**src/rtl/fir_pkg.sv**
```systemverilog
// Shared sizing and state encoding for the FIR coefficient loader slice.
package fir_pkg;
  localparam int W1    = 8;
  localparam int L     = 3;
  localparam int NSETS = 4;

  typedef enum logic [1:0] {
    IDLE = 2'd0,
    LOAD = 2'd1,
    RUN  = 2'd2
  } state_t;
endpackage

```
**src/rtl/fir_coef_loader_if.sv**
```systemverilog
// Upstream sample stream handshake into the coefficient loader.
interface fir_coef_loader_if #(parameter int W1 = fir_pkg::W1);
  logic                 s_valid;
  logic signed [W1-1:0] s_data;
  logic                 s_ready;

  modport master (output s_valid, output s_data, input s_ready);
  modport slave  (input s_valid, input s_data, output s_ready);
endinterface

```
**src/rtl/fir_coef_bank.sv**
```systemverilog
// Coefficient register file: NSETS x L entries, one write port, one async read port.
module fir_coef_bank
  import fir_pkg::*;
#(
  parameter int W1    = fir_pkg::W1,
  parameter int L     = fir_pkg::L,
  parameter int NSETS = fir_pkg::NSETS,
  localparam int SETW = $clog2(NSETS)
) (
  input  logic                 clk,
  input  logic                 reset,
  input  logic                 wr_en,
  input  logic [SETW-1:0]      wr_set,
  input  logic [1:0]           wr_idx,
  input  logic signed [W1-1:0] wr_data,
  input  logic [SETW-1:0]      rd_set,
  input  logic [1:0]           rd_idx,
  output logic signed [W1-1:0] rd_data
);
  logic [NSETS-1:0][L-1:0][W1-1:0] mem;

  // Tap indices beyond the filter length have no storage and are dropped.
  always_ff @(posedge clk or posedge reset) begin
    if (reset)                               mem <= '0;
    else if (wr_en && (int'(wr_idx) < L))    mem[wr_set][wr_idx] <= wr_data;
  end

  assign rd_data = (int'(rd_idx) < L) ? $signed(mem[rd_set][rd_idx]) : '0;
endmodule

```
**src/rtl/fir_coef_loader.sv**
```systemverilog
// Streams a selected coefficient set into a shift-loaded FIR, then passes samples
// through with zero-stuffing and a saturating starvation counter.
module fir_coef_loader
  import fir_pkg::*;
#(
  parameter int W1    = fir_pkg::W1,
  parameter int L     = fir_pkg::L,
  parameter int NSETS = fir_pkg::NSETS,
  localparam int SETW = $clog2(NSETS)
) (
  input  logic                 clk,
  input  logic                 reset,
  input  logic                 coef_wr_en,
  input  logic [SETW-1:0]      coef_wr_set,
  input  logic [1:0]           coef_wr_idx,
  input  logic signed [W1-1:0] coef_wr_data,
  input  logic [SETW-1:0]      sel_set,
  input  logic                 reload,
  input  logic                 stop,
  fir_coef_loader_if.slave     s,
  output logic                 Load_x,
  output logic signed [W1-1:0] x_in,
  output logic signed [W1-1:0] c_in,
  output logic                 busy,
  output logic                 done,
  output logic [15:0]          underflow_cnt
);
  localparam logic [1:0] LAST = 2'(L - 1);

  state_t               state, state_nx;
  logic                 accept;
  logic [1:0]           cnt;
  logic [SETW-1:0]      act_set;
  logic signed [W1-1:0] rd_data;

  always_ff @(posedge clk or posedge reset) begin
    if (reset) state <= IDLE;
    else       state <= state_nx;
  end

  // Reload outranks stop in RUN; LOAD never looks at reload.
  always_comb begin
    state_nx = state;
    accept   = 1'b0;
    unique case (state)
      IDLE: if (reload) begin state_nx = LOAD; accept = 1'b1; end
      LOAD: if (cnt == LAST) state_nx = RUN;
      RUN: begin
        if (reload) begin
          state_nx = LOAD;
          accept   = 1'b1;
        end else if (stop) begin
          state_nx = IDLE;
        end
      end
      default: state_nx = IDLE;
    endcase
  end

  always_ff @(posedge clk or posedge reset) begin
    if (reset) begin
      cnt     <= '0;
      act_set <= '0;
    end else begin
      if (accept) act_set <= sel_set;
      cnt <= (state == LOAD && cnt != LAST) ? cnt + 2'd1 : 2'd0;
    end
  end

  fir_coef_bank #(.W1(W1), .L(L), .NSETS(NSETS)) u_bank (
    .clk     (clk),
    .reset   (reset),
    .wr_en   (coef_wr_en),
    .wr_set  (coef_wr_set),
    .wr_idx  (coef_wr_idx),
    .wr_data (coef_wr_data),
    .rd_set  (act_set),
    .rd_idx  (cnt),
    .rd_data (rd_data)
  );

  // Filter controls trail the state register by one edge; done marks the
  // first edge Load_x rises again.
  always_ff @(posedge clk or posedge reset) begin
    if (reset) begin
      Load_x        <= 1'b1;
      c_in          <= '0;
      x_in          <= '0;
      done          <= 1'b0;
      underflow_cnt <= '0;
    end else begin
      Load_x <= (state != LOAD);
      c_in   <= (state == LOAD) ? rd_data : '0;
      done   <= !Load_x && (state != LOAD);
      x_in   <= (state == RUN && s.s_valid) ? s.s_data : '0;
      if (state == RUN && !s.s_valid && underflow_cnt != 16'hFFFF)
        underflow_cnt <= underflow_cnt + 16'd1;
    end
  end

  assign busy      = (state == LOAD);
  assign s.s_ready = (state == RUN);
endmodule

```
**src/flat_wrapper.sv**
```systemverilog
// flat-port wrapper written by rule: the top's interface ports become plain ports
module fir_coef_loader_flat import fir_pkg::*;
#(
  parameter int W1    = fir_pkg::W1,
  parameter int L     = fir_pkg::L,
  parameter int NSETS = fir_pkg::NSETS,
  localparam int SETW = $clog2(NSETS)
)
  (clk, reset, coef_wr_en, coef_wr_set, coef_wr_idx, coef_wr_data, sel_set, reload, stop, Load_x, x_in, c_in, busy, done, underflow_cnt, s_s_valid, s_s_data, s_s_ready);
  fir_coef_loader_if #(.W1(W1)) s_i ();
  input  logic clk;
  input  logic reset;
  input  logic coef_wr_en;
  input  logic [SETW-1:0] coef_wr_set;
  input  logic [1:0] coef_wr_idx;
  input  logic signed [W1-1:0] coef_wr_data;
  input  logic [SETW-1:0] sel_set;
  input  logic reload;
  input  logic stop;
  output logic Load_x;
  output logic signed [W1-1:0] x_in;
  output logic signed [W1-1:0] c_in;
  output logic busy;
  output logic done;
  output logic [15:0] underflow_cnt;
  input wire logic [$bits(s_i.s_valid)-1:0] s_s_valid;
  input wire logic [$bits(s_i.s_data)-1:0] s_s_data;
  output wire logic [$bits(s_i.s_ready)-1:0] s_s_ready;
  assign s_i.s_valid = s_s_valid;
  assign s_i.s_data = s_s_data;
  assign s_s_ready = s_i.s_ready;
  fir_coef_loader #(.W1(W1), .L(L), .NSETS(NSETS)) u_core (.clk(clk), .reset(reset), .coef_wr_en(coef_wr_en), .coef_wr_set(coef_wr_set), .coef_wr_idx(coef_wr_idx), .coef_wr_data(coef_wr_data), .sel_set(sel_set), .reload(reload), .stop(stop), .s(s_i), .Load_x(Load_x), .x_in(x_in), .c_in(c_in), .busy(busy), .done(done), .underflow_cnt(underflow_cnt));
endmodule
```
**config.mk**
```make
export PLATFORM = sky130hd
export DESIGN_NAME = fir_coef_loader_flat
export DESIGN_NICKNAME = d
export VERILOG_FILES = /design/src/rtl/fir_pkg.sv /design/src/rtl/fir_coef_loader_if.sv /design/src/rtl/fir_coef_bank.sv /design/src/rtl/fir_coef_loader.sv /design/src/flat_wrapper.sv
export SDC_FILE = /design/constraint.sdc
export NUM_CORES = 1
export LEC_CHECK = 0
export CAP_MARGIN = 10
export CELL_PAD_IN_SITES_DETAIL_PLACEMENT = 0
export CELL_PAD_IN_SITES_GLOBAL_PLACEMENT = 1
export CORE_ASPECT_RATIO = 1.4
export CORE_MARGIN = 4
export CORE_UTILIZATION = 45
export CTS_CLUSTER_SIZE = 24
export DETAILED_ROUTE_END_ITERATION = 8
export PLACE_DENSITY = 0.82
export SLEW_MARGIN = 0
export SYNTH_ARGS = -nofsm -noshare
export SYNTH_HDL_FRONTEND = slang
export SYNTH_SLANG_ARGS = --single-unit
```
**constraint.sdc**
```tcl
create_clock -name clk -period 4.9 [get_ports clk]
set_clock_uncertainty 0.15 [all_clocks]
set_input_delay 0.735 -clock clk [delete_from_list [all_inputs] [get_ports clk]]
set_output_delay 0.735 -clock clk [all_outputs]
set_load 0.03 [all_outputs]
```
==> summary.md <==
| Metric | Value |
|---|---|
| Met3 Resource Use GR | 0.0566 |
| Endpoints failing hold | 0 |
| Synthesized Nets | 475 |
| Setup TNS | 0 ps |
| RSZ-0062 raised after global routing | no |
| Clk root buf | clkbuf_16 |
| Slew @ Worst Pin | 1040 ps |
| Largest family of logic cells by synthesized area | multiplexers |
| CTS resizes | 0 |
| Yosys warning count | 0 |
| Largest cells by area after synthesis | dfrtp_1 55%, mux2_2 18%, mux4_2 5.5% |
| Area leader, netlist | dfrtp_1 |
| Port Buffers | 63 |
| Clk pin slew, worst setup/hold paths | 50 ps |
| Mux cell area share after synthesis | 0.263 |
| Fmax | 0.329 GHz |
| Total CTS buffers | 17 |
| GR Util All Layers | 0.182 |
| Critical path endpoint category | primary output |
| Post-layout minimum cycle time | 3040 ps |
| Bufs on Longest Clock Path | 2 |
| Post-synthesis adder-cell area fraction | 0.00609 |
| Syn Area/Cell | 13.9 µm² |
| Ant diodes | 0 |
| Number of synthesized flops with an enable pin | 0 |
| GPL Wtd Cong | 0.795 |
| GR peak layer | met2 |
| First-pass GRT wire length | 22100 µm |
| Hold_ws | 340 ps |
| Distinct cells, synth | 43 |
| Main flop type after synthesis | dfrtp_1 |
| Die area | 0.0157 mm² |
| Startpoint types | flop |
| Post-DR vias/cell | 5.47 |
| Most frequent cells after synthesis | 135 x dfrtp_1, 97 x mux2_2, 17 x mux2i_1, 15 x mux4_2, 14 x nor3_1 |
| Post-synthesis compound-gate area fraction | 0.0339 |
| Std cell rows | 50 |
| PwrDens | 527 mW/mm² |
| TritonRoute pass-1 iters | 5 |
| MaxCap Viol Count | 0 |
| Leakage dissipation | 3.27 nW |
| Postcts setup bufs | 0 |
| DP HPWL | 9030 µm |
| Die height | 147 µm |
| Crit path from | u_core.state[0]$_DFFE_PP0P_ |
| Period Utilization, post-route | 0.621 |
| Worst relative slew slack | 0.304 |
| Pin count of the biggest net entering global routing | 112 |
| Sequential cell area fraction in the yosys report | 0.552 |
| Setup CP Type | flop to primary output |
| Yosys reg bits | 136 |
| Most common cell in the netlist | dfrtp_1 |
| CTS sink count | 136 |
| Total gr overflow | 0 |
| Final Util | 0.562 |
| Mapped Cells | 444 |
| Final setup vio count | 0 |
| Syn-to-layout area delta | 22.0% |
| Status | completed |
| Max Fanout on Critical Path | 11 |
| Core area | 0.0134 mm² |
| NumNets Final | 533 |
| DR DRC count | 0 |
| Cell Count, Final, Fillers Out | 697 |
| H-tree depth | 4 |
| Global Route met2 Usage | 0.298 |
| HP Start | u_core.Load_x$_DFF_PP1_ |
| Final Max Tran Viols | 0 |
| Starting Density | 0.461 |
| Met1 Usage GRT | 0.231 |
| Ys async rst share | 1.00 |
| Vias in the first global route | 4158 |
| Cell Area, Synth | 0.00617 mm² |
| DRT iter0 DRCs | 158 |
| Share of layout cells above drive strength 1 | 0.311 |
| Drt wl/cell | 18.8 µm |
| Peak VDD IR | 0.232 mV |
| Simple-gate share of the synthesized area | 0.0998 |
| Routed WL | 13100 µm |
| Initial antenna violation count | 0 |
| Worst Hold Class | flop to flop |
| Placed Area | 0.00691 mm² |
| Crit path DAT | 2160 ps |
| Die W | 107 µm |
| Share of the synthesized area in the top cell type | 0.548 |
| Post-CTS Hold Buffers | 0 |
| Vias | 3814 |
| CTS tree | yes |
| Worst-skew pair later-pin latency | 410 ps |
| XOR/XNOR Fraction of Synth Area | 0.0199 |
| Worst EP required | 4010 ps |
| Number of routed nets with antenna violations | 0 |
| Design area | 0.00753 mm² |
| Dpl cells | 665 |
| Top Ports | 64 |
| Reg2reg start | u_core.cnt[0]$_DFF_PP0_ |
[logic make-up (layout without fill, tap and decap cells)]
| family | after synthesis | after routing |
|---|---|---|
| flip-flops | 136 | 136 |
| multiplexers | 131 | 131 |
| AND/OR/NAND/NOR | 102 | 102 |
| buffers and inverters | 31 | 102 |
| AO/OA/AOI/OAI | 27 | 27 |
| XOR/XNOR | 14 | 14 |
| adder cells (fa/ha/maj) | 3 | 3 |
[critical path: stages (launching register included)]
cell and delay, ps:
dfrtp_1 400, nor2b_1 550, clkdlybuf4s50_1 800
[registers in the layout, summed over array words and instances (netlist names)]
| signal | cells |
|---|---|
| u_core.done | 1 |
| u_core.state | 2 |
| u_core.act_set | 2 |
| u_core.c_in | 8 |
| u_core.underflow_cnt | 16 |
| u_core.cnt | 2 |
| u_core.Load_x | 1 |
| u_core.u_bank.mem | 96 |
| u_core.x_in | 8 |
[routing by layer]
layer / up-vias / part of all wire
met5: - / 0
met4: 0 / 0.013
met3: 15 / 0.047
met2: 87 / 0.50
met1: 1963 / 0.44
li1: 1749 / -
[layout by cell type (no fill, tap or decap), types with 12 or more instances in the layout]
| cell | count |
|---|---|
| dfrtp_1 | 134 |
| mux2_2 | 97 |
| clkdlybuf4s50_1 | 63 |
| mux2i_1 | 17 |
| clkbuf_16 | 17 |
| mux4_2 | 15 |
| nor3_1 | 14 |
| nor2_1 | 13 |
| xor2_1 | 12 |
[power by group]
| part | internal, W | switching, W | total [W] |
|---|---|---|---|
| logic | 0.000559 | 0.000482 | 0.00104 |
| clock network | 0.000840 | 0.000470 | 0.00131 |
| registers | 0.00137 | 0.000242 | 0.00162 |
| total | 0.00277 | 0.00120 | 0.00397 |
[worst paths after layout]
path | slack (ps) | cells after the start | endpoint
hold reg to reg | 340 | 1 | u_core.done$_DFF_PP0_
setup reg to reg | 2470 | 4 | u_core.c_in[6]$_DFF_PP0_
max in group asynchronous | 2810 | 3 | u_core.Load_x$_DFF_PP1_
setup / recovery | 1860 | 2 | s_s_ready
hold / removal | 340 | 1 | u_core.done$_DFF_PP0_
min in group asynchronous | 780 | 2 | u_core.u_bank.mem[2]$_DFFE_PP0P_
[through the flow]
| step | power, W | setup slack (ps) |
|---|---|---|
| after floorplan | 0.00238 | 377 |
| after global routing | 0.00418 | 1750 |
| after global placement | 0.00265 | 2060 |
| after CTS | 0.00401 | 1860 |
| final | 0.00397 | 1860 |
| after detailed placement | 0.00268 | 2040 |
[final cells by class]
cell class	count	area, µm²
Clock buffer	21	470
Clock inverter	11	145
Multi-Input combinational cell	277	2610
Sequential cell	136	3410
Tap cell	182	228
Timing Repair Buffer	65	646
Inverter	5	23.8
Fill cell	1174	5860
Power figures use the tool's default switching activity.
